### config.mk
export PLATFORM = sky130hd
export DESIGN_NAME = instruction_fetch
export DESIGN_NICKNAME = d
export VERILOG_FILES = /design/src/rtl/ifetch_pkg.sv /design/src/rtl/fetch_fifo.sv /design/src/rtl/instruction_fetch.sv
export SDC_FILE = /design/constraint.sdc
export NUM_CORES = 1
export LEC_CHECK = 0
export ABC_AREA = 1
export CELL_PAD_IN_SITES_DETAIL_PLACEMENT = 0
export CELL_PAD_IN_SITES_GLOBAL_PLACEMENT = 1
export CORE_ASPECT_RATIO = 1.1
export CORE_UTILIZATION = 37
export DETAILED_ROUTE_END_ITERATION = 6
export PLACE_DENSITY_LB_ADDON = 0.1
export SETUP_SLACK_MARGIN = 0.3
export SLEW_MARGIN = 5
export SYNTH_ARGS = -nofsm -noshare
export SYNTH_HDL_FRONTEND = slang
export SYNTH_SLANG_ARGS = --single-unit
export TNS_END_PERCENT = 20
### constraint.sdc
create_clock -name clock -period 4.8 [get_ports clock]
set_clock_uncertainty 0.15 [all_clocks]
set_input_delay 0.96 -clock clock [delete_from_list [all_inputs] [get_ports clock]]
set_output_delay 0.96 -clock clock [all_outputs]
set_load 0.05 [all_outputs]
### src/rtl/ifetch_pkg.sv
// Shared types and constants for the instruction fetch stage.
package ifetch_pkg;

  localparam int PC_INCREMENT       = 2;
  localparam int DEFAULT_ADDR_WIDTH = 16;
  localparam int DEFAULT_DATA_WIDTH = 16;

  typedef enum logic [1:0] {
    REQ   = 2'd0,
    WAIT  = 2'd1,
    DRAIN = 2'd2
  } fetchState_t;

  typedef struct packed {
    logic [DEFAULT_ADDR_WIDTH-1:0] addr;
    logic [DEFAULT_DATA_WIDTH-1:0] data;
  } fetchEntry_t;

endpackage

### src/rtl/fetch_fifo.sv
// Synchronous FIFO holding address-tagged instructions for decode.
// Flush has priority over push and pop; the head entry is read straight from registered storage.
module fetch_fifo
  import ifetch_pkg::*;
#(
  parameter int  DEPTH   = 2,
  parameter type entry_t = fetchEntry_t
) (
  input  logic                   clock,
  input  logic                   reset_n,
  input  logic                   push,
  input  entry_t                 pushData,
  input  logic                   pop,
  input  logic                   flush,
  output entry_t                 popData,
  output logic                   full,
  output logic                   empty,
  output logic [$clog2(DEPTH):0] count
);

  localparam int PTR_W = $clog2(DEPTH);
  localparam int CNT_W = PTR_W + 1;

  entry_t           mem [DEPTH];
  logic [PTR_W-1:0] wrPtr;
  logic [PTR_W-1:0] rdPtr;
  logic             doPush;
  logic             doPop;

  assign full    = (count == CNT_W'(DEPTH));
  assign empty   = (count == '0);
  assign doPush  = push && !full;
  assign doPop   = pop && !empty;
  assign popData = mem[rdPtr];

  // NOTE: non-blocking assignments so every register samples pre-edge values and updates together.
  always_ff @(posedge clock or negedge reset_n) begin
    if (!reset_n) begin
      wrPtr <= '0;
      rdPtr <= '0;
      count <= '0;
      // NOTE: this buffer is tiny, so it is reset to give a defined head value out of reset;
      // a large RAM-backed buffer would normally be left unreset.
      for (int i = 0; i < DEPTH; i++) mem[i] <= '0;
    end else if (flush) begin
      wrPtr <= '0;
      rdPtr <= '0;
      count <= '0;
    end else begin
      if (doPush) begin
        mem[wrPtr] <= pushData;
        wrPtr      <= wrPtr + 1'b1;
      end
      if (doPop) rdPtr <= rdPtr + 1'b1;
      count <= count + CNT_W'(doPush) - CNT_W'(doPop);
    end
  end

endmodule

### src/rtl/instruction_fetch.sv
// Fetch stage: issues one instruction read at a time, advances the PC and buffers results for decode.
// Optional IFETCH_ALIGN_CHECK_EN flags odd redirect targets and clears bit 0 of the target.
module instruction_fetch
  import ifetch_pkg::*;
#(
  parameter int FIFO_DEPTH = 2,
  parameter int ADDR_WIDTH = DEFAULT_ADDR_WIDTH,
  parameter int DATA_WIDTH = DEFAULT_DATA_WIDTH
) (
  input  logic                  clock,
  input  logic                  reset_n,
  input  logic [ADDR_WIDTH-1:0] pcAddress,
  output logic                  pcWrite,
  output logic [ADDR_WIDTH-1:0] nextAddress,
  input  logic                  redirectValid,
  input  logic [ADDR_WIDTH-1:0] redirectAddress,
  output logic                  memReqValid,
  input  logic                  memReqReady,
  output logic [ADDR_WIDTH-1:0] memReqAddress,
  input  logic                  memRespValid,
  input  logic [DATA_WIDTH-1:0] memRespData,
  output logic                  instrValid,
  input  logic                  instrReady,
  output logic [DATA_WIDTH-1:0] instrData,
  output logic [ADDR_WIDTH-1:0] instrAddress,
  output logic                  alignError
);

  localparam int CNT_W = $clog2(FIFO_DEPTH) + 1;

  typedef struct packed {
    logic [ADDR_WIDTH-1:0] addr;
    logic [DATA_WIDTH-1:0] data;
  } ifEntry_t;

  fetchState_t           state;
  fetchState_t           stateNext;
  logic [ADDR_WIDTH-1:0] tagAddress;
  logic [ADDR_WIDTH-1:0] redirectTarget;
  logic [CNT_W-1:0]      fifoCount;
  logic [CNT_W-1:0]      inFlight;
  logic                  fifoFull;
  logic                  fifoEmpty;
  logic                  outstanding;
  logic                  redirectTaken;
  logic                  reqFire;
  logic                  respPush;
  ifEntry_t              pushEntry;
  ifEntry_t              headEntry;

  // Combinational outputs are held quiet while reset is asserted.
  assign redirectTaken = reset_n && redirectValid;

`ifdef IFETCH_ALIGN_CHECK_EN
  assign alignError     = redirectTaken && redirectAddress[0];
  assign redirectTarget = {redirectAddress[ADDR_WIDTH-1:1], 1'b0};
`else
  assign alignError     = 1'b0;
  assign redirectTarget = redirectAddress;
`endif

  // Space for the in-flight response is reserved when the request is issued.
  assign outstanding   = (state != REQ);
  assign inFlight      = fifoCount + CNT_W'(outstanding);
  assign memReqValid   = reset_n && (state == REQ) && !redirectValid &&
                         (inFlight < CNT_W'(FIFO_DEPTH));
  assign memReqAddress = reset_n ? pcAddress : '0;
  assign reqFire       = memReqValid && memReqReady;
  assign respPush      = (state == WAIT) && memRespValid && !redirectValid && !fifoFull;

  // NOTE: defaults first so every path assigns each output and no latch is inferred.
  always_comb begin
    pcWrite     = 1'b0;
    nextAddress = '0;
    if (redirectTaken) begin
      pcWrite     = 1'b1;
      nextAddress = redirectTarget;
    end else if (reqFire) begin
      pcWrite     = 1'b1;
      nextAddress = pcAddress + ADDR_WIDTH'(PC_INCREMENT);
    end
  end

  always_comb begin
    stateNext = state;
    unique case (state)
      REQ:     if (reqFire) stateNext = WAIT;
      WAIT: begin
        if (redirectValid)     stateNext = memRespValid ? REQ : DRAIN;
        else if (memRespValid) stateNext = REQ;
      end
      DRAIN:   if (memRespValid) stateNext = REQ;
      default: stateNext = REQ;
    endcase
  end

  always_ff @(posedge clock or negedge reset_n) begin
    if (!reset_n) begin
      state      <= REQ;
      tagAddress <= '0;
    end else begin
      state <= stateNext;
      if (reqFire) tagAddress <= pcAddress;
    end
  end

  assign pushEntry = '{addr: tagAddress, data: memRespData};

  fetch_fifo #(
    .DEPTH   (FIFO_DEPTH),
    .entry_t (ifEntry_t)
  ) u_fetchFifo (
    .clock    (clock),
    .reset_n  (reset_n),
    .push     (respPush),
    .pushData (pushEntry),
    .pop      (instrValid && instrReady),
    .flush    (redirectValid),
    .popData  (headEntry),
    .full     (fifoFull),
    .empty    (fifoEmpty),
    .count    (fifoCount)
  );

  assign instrValid   = !fifoEmpty;
  assign instrData    = headEntry.data;
  assign instrAddress = headEntry.addr;

endmodule
[Yosys cells after proc, flatten, opt, wreduce, memory -nomap -nowiden]
Cells that the tools add are included.
Word-level totals
  register bits after elaboration: 86
  bits of input ports: 54
  output and inout port bits: 68
  word-level logic and storage cells: 68
Cells by class
  add/subtract/negate cells: 6
  order comparisons: 4
  equal/unequal tests: 4
  mux-type cells: 21
  bitwise operators: 3
  reduce and logical (&&, ||, !) cells: 21
Operator list (number)
  $mux W32: 4
  $bwmux W64: 1
  $mux W16: 3
  $demux W32 S1: 1
  $add A16 B2 Y16 const B: 1
  $logic_and A1 B1 Y1: 12
  $mux W2: 5
  $mux W1: 6
  $pmux W2 S3: 1
  $reduce_bool A2 Y1: 3
  $add A2 B1 Y2: 2
  $eq A2 B2 Y1 const B: 2
  $ge A2 B2 Y1 const B: 2
  $logic_not A2 Y1: 2
  $not A1 Y2: 2
  $logic_not A1 Y1: 3
  $add A1 B1 Y1 const B: 2
  $eq A2 B1 Y1 const B: 1
  $lt A2 B1 Y1 const B: 1
  $lt A2 B2 Y1 const B: 1
  $ne A2 B2 Y1 const B: 1
  $reduce_and A2 Y1: 1
  $sub A2 B1 Y2: 1
  $not A1 Y1: 1

[Longest topological paths before layout]
  word-level depth: 8
  gate-level depth with buffers: 8
  depth with buffers taken out: 7

[Hierarchy]
From an unflattened synthesis, not the netlist that was laid out.
Second synthesis, totals
  cells, all modules: 652
  area, all modules: 4799.6 um^2
Modules (own cells, without submodules)
  fetch_fifo: instances 1, cells an instance 422, area an instance 3333.2 um^2, sequential area each 1701.6 um^2
  instruction_fetch: instances 1, cells an instance 230, area an instance 1466.4 um^2, sequential area each 450.4 um^2

[Worst setup path before layout]
No wires, ideal clock.
  kind: input -> output
  start point: input port reset_n
  end point: output port nextAddress[3]
  data arrival time: 3074 ps
  setup slack: 616 ps
  cell stages on the path: 7
  buffers on the path: 3
  cells stage by stage: buf_2 > nand3_1 > inv_1 > nand2_1 > buf_4 > buf_2 > o21ai_0
On the way
  longest elaborated chain between the ends: 6
  elaborated cells between the ends (all ways): 7
  classes of those cells: mux: 2; reduce/logical: 5
RTL lines
  start, declared: line instruction_fetch.sv:11  | input logic reset_n,
  $logic_and A1 B1 Y1 (3 in a row): line instruction_fetch.sv:65  | assign memReqValid = reset_n && (state == REQ) && !redirectValid &&
  named net memReqValid: line instruction_fetch.sv:17  | output logic memReqValid,
  $logic_and A1 B1 Y1: line instruction_fetch.sv:68  | assign reqFire = memReqValid && memReqReady;
  $mux W16: line instruction_fetch.sv:78  | end else if (reqFire) begin
  $mux W16: line instruction_fetch.sv:75  | if (redirectTaken) begin
  end, declared: line instruction_fetch.sv:14  | output logic [ADDR_WIDTH-1:0] nextAddress,
The timed path passes the listed nets, and every way through them passes these cells.

[Worst setup path in the final report]
  start point: input port pcAddress[1]
  end point: output port nextAddress[9]
On the way
  longest elaborated chain between the ends: 3
RTL lines
  start, declared: line instruction_fetch.sv:12  | input logic [ADDR_WIDTH-1:0] pcAddress,
  $add A16 B2 Y16: line instruction_fetch.sv:80  | nextAddress = pcAddress + ADDR_WIDTH'(PC_INCREMENT);
  $mux W16: line instruction_fetch.sv:78
  $mux W16: line instruction_fetch.sv:75
No other way between the ends.

==> metrics.cfg <==
[run_status]
status = finished clean

[worst_setup_path]
critPathKind = input pin to primary output
slowest_delay_ns = 0.57
crit_chain = clkdlybuf4s50_1 > ha_1 > nand2_1 > nor2_1 > nand2_1 > nand2_1 > nand2_1 > o21ai_0 > buf_12
start_kind = input pin
worstPathMaxFanout = 6
cp.arrival_ns = 2.86
critPathRequiredTime_ns = 3.69
slowest_stage = clkdlybuf4s50_1
end_kind = primary output
crit_top_cell = nand2_1

[synth]
ys_types = 27
synth.avg_cell_area_sq_um = 7.429
syn_area_sq_um = 4405
postSynthRegisterBits = 86
synth_nets = 650
postSynthCellCount = 593
yosysWarnings = 0
synth.yosys.seq_area_share_pct = 48.85

[clock_tree]
clockRootBuffer = clkbuf_16
clk_path_buf_depth = 2
cts_tree = built
post_cts_buffers = 0
cts_resized = 0
htreeDepth = 3
insertion_delay_ns = 0.33
clk_pin_slew_ns = 0.06
cts_inserted_buffers = 9
cts_hold_buf = 0
cts_sinks = 86

[floorplan]
start_util_pct = 38.17
die_w_um = 106.0
io_pins = 122
coreArea_sq_um = 11540
die-area_sq_um = 12350
die_h_um = 116.4
fp-row-count = 41

[routing]
drc = 0
via_per_inst = 4.691
wl_mm = 10.87
vias = 3992
ant_nets = 0
first_iter_violations = 251
wl_per_cell_um = 12.77
firstDrtPassIters = 5

[placement]
dp_cells = 835
dp_hpwl_mm = 7.281
gp_congestion = 0.7777
port_buffers = 120

[final_layout]
area_growth_syn_to_layout_pct = 38.23
fill_cells = 1140
seqCellArea_sq_um = 2153
layoutNonFillerInstCount = 851
drive_above_1_share_pct = 5.849
multi_input_area_sq_um = 1813
diodes = 0
fin_util_pct = 52.76
layout.nets = 753

[sta]
max_slew_margin_pct = 29.90
min_period_ns = 3.968
timing.fmax_mhz = 252.0
post-route-period-util_pct = 82.66
fin_tns_setup_ns = 0
drv_slew = 0
hold_violations = 0
rsz0062_at_grt = no
tightestPinTransition_ns = 1.050
setup_viol = 0

[pwr]
swShare_pct = 44.12
powerDensity_nw_per_um2 = 560.9
p_seq_share_pct = 32.6
p_clk_share_pct = 19.1
combPwrFrac_pct = 48.3
total_power_mw = 3.416
p_int_mw = 1.909
p_leak_nw = 2.989
power.switching_mw = 1.507
ir_drop_mv = 0.3241

[flow_run]
max_cap_viol_count = 0

[global_routing]
grt_pass1_vias = 3750
gr-usage-met1_pct = 23.60
track_usage_pct = 18.37
grtUsageMet2_pct = 30.11
antenna_found_initial = 0
grt_pass1_wl_mm = 17.80
grt.busiest_layer = met2
grt_overflow = 0
grt_max_degree = 67
grtUsageMet3_pct = 4.241

[min_path]
hold_class = register to register

==> path summary, 6_finish.rpt <==
check	startpoint	endpoint	slack [ns]	cells past startpoint
worst min register to register	tagAddress[9]$_DFFE_PN0P_	u_fetchFifo.mem[25]$_DFFE_PN0P_	0.35	2
max in group asynchronous	reset_n	u_fetchFifo.mem[58]$_DFFE_PN0P_	2.76	3
worst min-delay path	tagAddress[9]$_DFFE_PN0P_	u_fetchFifo.mem[25]$_DFFE_PN0P_	0.35	2
worst max-delay path	pcAddress[1]	nextAddress[9]	0.83	9
min in group asynchronous	reset_n	tagAddress[0]$_DFFE_PN0P_	0.36	1
worst max register to register	state[1]$_DFFE_PN0P_	u_fetchFifo.mem[40]$_DFFE_PN0P_	2.38	5
==> cell families (layout without fill, tap and decap cells) <==
family / Yosys count / after routing / synth area share, %
AND/OR/NAND/NOR: 275 / 275 / 25.36
AO/OA/AOI/OAI: 124 / 124 / 14.26
buffers and inverters: 101 / 209 / 9.997
flip-flops: 86 / 86 / 48.85
adder cells (fa/ha/maj): 3 / 3 / 0.8521
XOR/XNOR: 3 / 3 / 0.5965
other: 1 / 1 / 0.08512
==> critical path, delay by kind of cell <==
kind / cells / cell delay [ns]
and+or+nand+nor: 5 / 0.60
buffers and inverters: 2 / 0.76
AOI/OAI and AO/OA: 1 / 0.32
adders and majority gates: 1 / 0.21
==> per-stage QoR <==
step	setup WS [ns]	hold slack, ns	cell area, sq um
2_1_floorplan	0.6165	0.3141	4405
3_3_place_gp	0.8840	0.3308	5808
3_5_place_dp	0.8311	0.3344	5808
4_1_cts	0.8064	0.3487	6090
5_1_grt	0.6289	0.3640	6090
6_report	0.8323	0.3481	6090
==> layer usage <==
| metal | share of wire [%] | vias up |
|---|---|---|
| li1 | - | 2071 |
| met2 | 44 | 114 |
| met5 | 0 | - |
| met3 | 6.0 | 16 |
| met4 | 2.1 | 0 |
| met1 | 48 | 1791 |
==> cells in the final DEF (no fill, tap or decap), types with 2 or more instances in the layout <==
cell and instances:
o21ai_1 30, clkdlybuf4s50_1 102, or2_2 2, clkbuf_16 9, buf_12 17, buf_4 4
inv_1 69, nand3_1 16, dfrtp_1 85, ha_1 3, clkbuf_8 3, clkbuf_1 4
o21bai_1 2, xor2_1 2, nand2_1 229, nand4_1 6, nor2_1 17, o21ai_0 90
==> Yosys cell counts (all sizes together) <==
library cell | n | share of area (%)
ha | 3 | 0.85
nor3 | 1 | 0.11
a21oi | 1 | 0.11
inv | 70 | 6.0
nand4 | 7 | 1.3
nand2 | 229 | 20
buf | 15 | 2.6
o21a | 1 | 0.17
xnor2 | 1 | 0.20
nor2 | 20 | 2.3
conb | 1 | 0.085
nand3 | 16 | 1.8
o21ai | 120 | 14
dfrtp | 86 | 49
o21bai | 2 | 0.34
clkbuf | 16 | 1.4
or2 | 2 | 0.28
xor2 | 2 | 0.40
==> layout make-up <==
type	instances	share of cell area, %
inverters	70	4.315
flip-flops and latches	86	35.36
well taps	150	3.082
repair buffers	123	22.85
multi-input cells	406	29.77
clock buffers	16	4.623
==> state kept, by name (all words and copies together) (netlist names) <==
name / flops
u_fetchFifo.wrPtr: 1
tagAddress: 16
u_fetchFifo.rdPtr: 1
u_fetchFifo.count: 2
u_fetchFifo.mem: 64
state: 2
==> power by group through the flow <==
| stage | Clock (mW) | Combinational [mW] | Sequential (mW) |
|---|---|---|---|
| detailed placement | 0 | 1.66 | 1.13 |
| global route | 0.698 | 1.77 | 1.15 |
| CTS | 0.669 | 1.67 | 1.12 |
| global placement | 0 | 1.64 | 1.12 |
| floorplan | 0 | 1.13 | 1.05 |
| finish | 0.652 | 1.65 | 1.11 |
Power figures use the tool's default switching activity.
